===== config.mk =====
export PLATFORM = sky130hd
export DESIGN_NAME = alu_muldiv_seq
export DESIGN_NICKNAME = d
export VERILOG_FILES = /design/src/rtl/alu_pkg.sv /design/src/rtl/muldiv_iter.sv /design/src/rtl/alu_muldiv_seq.sv
export SDC_FILE = /design/constraint.sdc
export NUM_CORES = 1
export LEC_CHECK = 0
export ABC_AREA = 0
export CAP_MARGIN = 25
export CELL_PAD_IN_SITES_DETAIL_PLACEMENT = 1
export CELL_PAD_IN_SITES_GLOBAL_PLACEMENT = 2
export CORE_ASPECT_RATIO = 1.25
export CORE_MARGIN = 2
export CORE_UTILIZATION = 39
export CTS_BUF_LIST = sky130_fd_sc_hd__clkbuf_2 sky130_fd_sc_hd__clkbuf_4 sky130_fd_sc_hd__clkbuf_8
export CTS_CLUSTER_DIAMETER = 100
export CTS_CLUSTER_SIZE = 10
export DETAILED_ROUTE_END_ITERATION = 8
export PLACE_DENSITY_LB_ADDON = 0.08
export SYNTH_ARGS = -nofsm -noshare
export SYNTH_HDL_FRONTEND = slang
export SYNTH_SLANG_ARGS = --single-unit
export TNS_END_PERCENT = 20

===== constraint.sdc =====
create_clock -name clk -period 6.75 [get_ports clk]
set_clock_uncertainty 0.15 [all_clocks]
set_input_delay 1.35 -clock clk [delete_from_list [all_inputs] [get_ports clk]]
set_output_delay 1.35 -clock clk [all_outputs]
set_load 0.005 [all_outputs]

===== src/rtl/alu_pkg.sv =====
// Shared op-code map and control FSM states for the registered MIPS ALU.
package alu_pkg;

  localparam logic [3:0] OP_ADD  = 4'd0;
  localparam logic [3:0] OP_AND  = 4'd1;
  localparam logic [3:0] OP_OR   = 4'd2;
  localparam logic [3:0] OP_EQ   = 4'd3;
  localparam logic [3:0] OP_SUB  = 4'd4;
  localparam logic [3:0] OP_XOR  = 4'd5;
  localparam logic [3:0] OP_NOR  = 4'd6;
  localparam logic [3:0] OP_SLT  = 4'd7;
  localparam logic [3:0] OP_SLTU = 4'd8;
  localparam logic [3:0] OP_MULT = 4'd9;
  localparam logic [3:0] OP_MULTU = 4'd10;
  localparam logic [3:0] OP_DIV  = 4'd11;
  localparam logic [3:0] OP_DIVU = 4'd12;
  localparam logic [3:0] OP_MFHI = 4'd13;
  localparam logic [3:0] OP_MFLO = 4'd14;

  typedef enum logic [1:0] {IDLE, RUN, FIX, DONE} state_e;

  function automatic logic is_muldiv(input logic [3:0] op);
    return (op >= OP_MULT) && (op <= OP_DIVU);
  endfunction

endpackage


===== src/rtl/muldiv_iter.sv =====
// Iterative multiply/divide engine on operand magnitudes, one bit per step;
// sign correction of the final {hi,lo} is applied while fix is asserted.
module muldiv_iter #(
  parameter int WIDTH = 32
) (
  input  logic             clk,
  input  logic             rst_n,
  input  logic             load,
  input  logic             step,
  input  logic             fix,
  input  logic             is_div,
  input  logic             is_signed,
  input  logic [WIDTH-1:0] a,
  input  logic [WIDTH-1:0] b,
  output logic             last,
  output logic [WIDTH-1:0] hi,
  output logic [WIDTH-1:0] lo
);

  localparam int CW = $clog2(WIDTH);

  logic [WIDTH-1:0]   acc_q, acc_d;
  logic [WIDTH-1:0]   quot_q, quot_d;
  logic [WIDTH-1:0]   mb_q, mb_d;
  logic [CW-1:0]      count_q, count_d;
  logic               div_q, div_d;
  logic               neg_q, neg_d;
  logic               neg_rem_q, neg_rem_d;

  logic [WIDTH-1:0]   mag_a, mag_b;
  logic [WIDTH:0]     sum, shifted, trial;
  logic [2*WIDTH-1:0] prod;

  always_comb begin
    mag_a   = (is_signed && a[WIDTH-1]) ? -a : a;
    mag_b   = (is_signed && b[WIDTH-1]) ? -b : b;
    // multiply: {acc,quot} shifts right; divide: {acc,quot} shifts left
    sum     = {1'b0, acc_q} + (quot_q[0] ? {1'b0, mb_q} : '0);
    shifted = {acc_q, quot_q[WIDTH-1]};
    trial   = shifted - {1'b0, mb_q};
    prod    = neg_q ? -{acc_q, quot_q} : {acc_q, quot_q};
  end

  always_comb begin
    acc_d     = acc_q;
    quot_d    = quot_q;
    mb_d      = mb_q;
    count_d   = count_q;
    div_d     = div_q;
    neg_d     = neg_q;
    neg_rem_d = neg_rem_q;
    if (load) begin
      acc_d     = '0;
      count_d   = '0;
      div_d     = is_div;
      neg_d     = is_signed && (a[WIDTH-1] ^ b[WIDTH-1]);
      neg_rem_d = is_signed && is_div && a[WIDTH-1];
      quot_d    = is_div ? mag_a : mag_b;
      mb_d      = is_div ? mag_b : mag_a;
    end else if (step) begin
      count_d = count_q + CW'(1);
      if (div_q) begin
        if (!trial[WIDTH]) begin
          acc_d  = trial[WIDTH-1:0];
          quot_d = {quot_q[WIDTH-2:0], 1'b1};
        end else begin
          acc_d  = shifted[WIDTH-1:0];
          quot_d = {quot_q[WIDTH-2:0], 1'b0};
        end
      end else begin
        acc_d  = sum[WIDTH:1];
        quot_d = {sum[0], quot_q[WIDTH-1:1]};
      end
    end
  end

  always_comb begin
    hi = acc_q;
    lo = quot_q;
    if (fix) begin
      if (div_q) begin
        hi = neg_rem_q ? -acc_q : acc_q;
        lo = neg_q ? -quot_q : quot_q;
      end else begin
        hi = prod[2*WIDTH-1:WIDTH];
        lo = prod[WIDTH-1:0];
      end
    end
  end

  assign last = (count_q == CW'(WIDTH - 1));

  always_ff @(posedge clk or negedge rst_n) begin
    if (!rst_n) begin
      acc_q     <= '0;
      quot_q    <= '0;
      mb_q      <= '0;
      count_q   <= '0;
      div_q     <= 1'b0;
      neg_q     <= 1'b0;
      neg_rem_q <= 1'b0;
    end else begin
      acc_q     <= acc_d;
      quot_q    <= quot_d;
      mb_q      <= mb_d;
      count_q   <= count_d;
      div_q     <= div_d;
      neg_q     <= neg_d;
      neg_rem_q <= neg_rem_d;
    end
  end

endmodule


===== src/rtl/alu_muldiv_seq.sv =====
// Registered ALU with iterative MULT/DIV, HI/LO registers and start/busy/done handshake.
module alu_muldiv_seq
  import alu_pkg::*;
#(
  parameter int WIDTH = 32,
  parameter int OPW   = 4
) (
  input  logic             clk,
  input  logic             rst_n,
  input  logic             start,
  input  logic [OPW-1:0]   op,
  input  logic [WIDTH-1:0] a,
  input  logic [WIDTH-1:0] b,
  output logic [WIDTH-1:0] result,
  output logic             zero,
  output logic             busy,
  output logic             done,
  output logic [WIDTH-1:0] hi,
  output logic [WIDTH-1:0] lo
);

  state_e           state_q, state_d;
  logic [WIDTH-1:0] result_q, result_d;
  logic [WIDTH-1:0] hi_q, hi_d;
  logic [WIDTH-1:0] lo_q, lo_d;
  logic             zero_q, zero_d;

  logic [3:0]       op_n;
  logic [WIDTH-1:0] basic_res;
  logic             is_div_op, is_signed_op;
  logic             eng_load, eng_step, eng_fix, eng_last;
  logic [WIDTH-1:0] eng_hi, eng_lo;

  assign op_n         = 4'(op);
  assign is_div_op    = (op_n == OP_DIV) || (op_n == OP_DIVU);
  assign is_signed_op = (op_n == OP_MULT) || (op_n == OP_DIV);

  muldiv_iter #(.WIDTH(WIDTH)) u_muldiv (
    .clk      (clk),
    .rst_n    (rst_n),
    .load     (eng_load),
    .step     (eng_step),
    .fix      (eng_fix),
    .is_div   (is_div_op),
    .is_signed(is_signed_op),
    .a        (a),
    .b        (b),
    .last     (eng_last),
    .hi       (eng_hi),
    .lo       (eng_lo)
  );

  always_comb begin
    basic_res = '0;
    case (op_n)
      OP_ADD:  basic_res = a + b;
      OP_AND:  basic_res = a & b;
      OP_OR:   basic_res = a | b;
      OP_EQ:   basic_res = {{(WIDTH-1){1'b0}}, a == b};
      OP_SUB:  basic_res = a - b;
      OP_XOR:  basic_res = a ^ b;
      OP_NOR:  basic_res = ~(a | b);
      OP_SLT:  basic_res = {{(WIDTH-1){1'b0}}, $signed(a) < $signed(b)};
      OP_SLTU: basic_res = {{(WIDTH-1){1'b0}}, a < b};
      OP_MFHI: basic_res = hi_q;
      OP_MFLO: basic_res = lo_q;
      default: basic_res = '0;
    endcase
  end

  always_comb begin
    state_d  = state_q;
    result_d = result_q;
    hi_d     = hi_q;
    lo_d     = lo_q;
    eng_load = 1'b0;
    eng_step = 1'b0;
    eng_fix  = 1'b0;
    case (state_q)
      IDLE: begin
        if (start) begin
          if (!is_muldiv(op_n)) begin
            result_d = basic_res;
            state_d  = DONE;
          end else if (is_div_op && (b == '0)) begin
            result_d = '1;
            hi_d     = a;
            lo_d     = '1;
            state_d  = DONE;
          end else begin
            eng_load = 1'b1;
            state_d  = RUN;
          end
        end
      end
      RUN: begin
        eng_step = 1'b1;
        if (eng_last) state_d = FIX;
      end
      FIX: begin
        eng_fix  = 1'b1;
        result_d = eng_lo;
        hi_d     = eng_hi;
        lo_d     = eng_lo;
        state_d  = DONE;
      end
      DONE: state_d = IDLE;
    endcase
    zero_d = (result_d == '0);
  end

  always_ff @(posedge clk or negedge rst_n) begin
    if (!rst_n) begin
      state_q  <= IDLE;
      result_q <= '0;
      zero_q   <= 1'b1;
      hi_q     <= '0;
      lo_q     <= '0;
    end else begin
      state_q  <= state_d;
      result_q <= result_d;
      zero_q   <= zero_d;
      hi_q     <= hi_d;
      lo_q     <= lo_d;
    end
  end

  assign result = result_q;
  assign zero   = zero_q;
  assign hi     = hi_q;
  assign lo     = lo_q;
  assign done   = (state_q == DONE);
  assign busy   = (state_q != IDLE);

endmodule

==> reports/metrics.cfg <==
[clock_tree]
clkLatencyLatePin_ns = 0.67
cts_tree = yes
clkTransAtPathRegs_ns = 0.09
cts_root_buf = clkbuf_8
postCtsResizedCells = 0
post-cts-setup-buffers = 0
cts_made_buffers = 24
clock-sinks = 203
hold_buffers = 0
cts_max_level = 1
cts_buffer_depth = 3

[final_layout]
nFillCells = 7454
register_area_um2 = 5080
nets = 3564
multi_input_area_um2 = 17000
layout-drive-gt1-share_pct = 6.48
area_delta_synth_final_pct = 13.7

[timing]
drv_slew = 0
slew_headroom_pct = 28.3
fin_crit_sh_pct = 86.8
hold_viol_final = 0
period_minus_slack_ns = 5.86
setup_tns_ns = 0
timing.hold.ws_ns = 0.342
finalSetupViolCount = 0
rsz0062_at_grt = no
max_freq_mhz = 171
tightest_slew_ns = 1.06

[route]
vias = 27400
firstDrtPassIters = 5
wl_met2_mm = 60.4
drtIter0Drc = 2418
post_drt_via_cell_ratio = 6.70
drc = 0
wl_mm = 131
drt.antenna.violating_nets = 0
routedLengthMet1_mm = 51.7
top_layer = met5
wl_met3_mm = 10.2
wl_per_cell_um = 32.0

[synth]
yosysTopAreaCellShare_pct = 21.5
synth_edf_count = 0
syn_nets = 3461
async_flop_share_pct = 100
syn-cell-area_um2 = 23500
ys_warn_count = 0
ys_seq_area_share_pct = 21.6
synth_common_cells = nor2_1 (329), nand2_1 (322), a21oi_1 (288), o21ai_0 (286), dfrtp_1 (202)
synth_flop_cell = dfrtp_1
ys_types = 92
synth.avg_cell_area_um2 = 7.31
yosysMostFrequentCell = nor2_1
ys_ff_latch = 203
synthCells = 3213
yosysTopAreaCell = dfrtp_1
synth_area_leaders = dfrtp_1 (22%), ha_1 (9.2%), a21oi_1 (6.1%)

[worst_setup_path]
cp_cell_sequence = clkdlybuf4s50_1, inv_1, ha_1, a21oi_1, o211ai_1, nand2b_1, nor4_1, o31a_1, a211oi_1, o211ai_1, nor4_1, buf_4, nand4_1, nor4_1, o2111a_1
cp_slowest_cell = ha_1
critPathArrivalTime_ns = 6.32
crit_path_end_kind = register
worstPathMaxFanout = 15
worstPathRequired_ns = 7.21
worstReg2RegEnd = u_muldiv.acc_q[7]
crit_path_start_kind = input pin
r2r-start = u_muldiv.quot_q[31]
critPathBufInv = 3
crit_top_cell = nor4_1
cp_top_family = compound AO/OA/AOI/OAI gates
worstSetupPathType = input pin to register
cpPeakStageDelay_ns = 0.69
r2r_cells = 16
rrSetupSlack_ns = 1.65

[job]
cap_violations = 0

[placed_design]
io_buffers = 169
dp_hpwl_mm = 103
gp_congestion = 1.04

[pwr]
p_per_area_nw_per_um2 = 467
ir_drop_mv = 0.465
leakage_uw = 0.0109

[floorplan]
start_util_pct = 39.4
pin_count = 170
die_w_um = 223
rows = 100
die_h_um = 278
core_um2 = 59600
dieArea_um2 = 62200

[grt]
antenna_found_initial = 7
grt_first_pass_wirelength_mm = 190
globalRouteOverflowTotal = 0
grt_start_max_net_pins = 85
grt_use_total_pct = 41.0
grt_pass1_vias = 27600

[min_path]
min_path_type = register to register
min_from = u_muldiv.mb_q[28]
whs_endpoint = u_muldiv.mb_q[28]
worstHoldPathCells = 1

[status]
status = finished, final reports clean

## logic make-up (layout without fill, tap and decap cells)
kind of cell    after synthesis  count (layout)  synth area share [%]
compound gates             1127            1127                  30.5
simple gates               1051            1051                  21.2
buf+inv                     374             481                  6.05
flops                       203             203                  21.6
xor+xnor                    191             191                  7.12
fa+ha+maj                   177             177                  9.56
mux                          90              90                  3.94
other cells                   0               3                     0
## power breakdown
group / total, µW / switching [µW] / internal, µW
clock: 922 / 562 / 360
sequential: 2820 / 1020 / 1800
combinational: 8710 / 5490 / 3230
total: 12500 / 7070 / 5390
## metrics by stage
step / util [%] / cell area, µm² / total power [µW] / worst slack (ns) / cells
floorplan: - / 23500 / 7690 / 1.99 / 3213
global placement: 44.1 / 26300 / 11000 / 0.538 / 4054
detailed placement: 44.1 / 26300 / 11300 / 0.353 / 4055
CTS: 44.8 / 26700 / 12300 / 1.01 / 4085
global route: 44.8 / 26700 / 13200 / 0.751 / 4086
finish: 44.8 / 26700 / 12500 / 0.889 / 4088
## metal layers
metal | GRT usage (%) | vias to the layer above
met2 | 67.6 | 1369
met5 | 0 | -
met3 | 6.85 | 416
met4 | 22.3 | 6
li1 | - | 11900
met1 | 50.9 | 13700
## registers in the layout, summed over array words and instances, names as in the netlist, 2 cells and up
| name | cells |
|---|---|
| u_muldiv.acc_q | 32 |
| u_muldiv.quot_q | 32 |
| lo | 32 |
| u_muldiv.count_q | 5 |
| state_q | 2 |
| hi | 32 |
| u_muldiv.mb_q | 32 |
| result | 32 |
## cells in the final DEF (no fill, tap or decap), types with 66 or more instances in the layout
master           synthesis  routed
mux2i_1                 70      70
ha_1                   173     171
buf_4                    2     109
nor2_1                 329     328
clkdlybuf4s50_1          0     166
nand2_1                322     321
o211ai_1                85      85
dfrtp_1                202     201
xnor2_1                145     144
a21oi_1                288     288
a31oi_1                 66      66
o21ai_0                286     286
nor3_1                  71      71
inv_1                  167     166
## area by class of cell
type / count / area share, %
Timing Repair Buffer: 282 / 9.65
Inverter: 169 / 2.38
Antenna cell: 3 / 0.0281
Multi-Input combinational cell: 2636 / 63.9
Clock inverter: 1 / 0.0188
Clock buffer: 29 / 1.43
Sequential cell: 203 / 19.1
Tap cell: 765 / 3.59
## worst max path at each step
stage / from / end / slack, ns / cells past startpoint
after floorplan: a[0] / zero / 1.99 / 14
after global placement: a[9] / zero / 0.54 / 14
after detailed placement: a[9] / zero / 0.35 / 15
after CTS: a[9] / zero / 1.01 / 15
after global routing: a[9] / zero / 0.75 / 15
final: a[9] / zero / 0.89 / 15
Note: power is estimated with default switching activity, not from simulation.
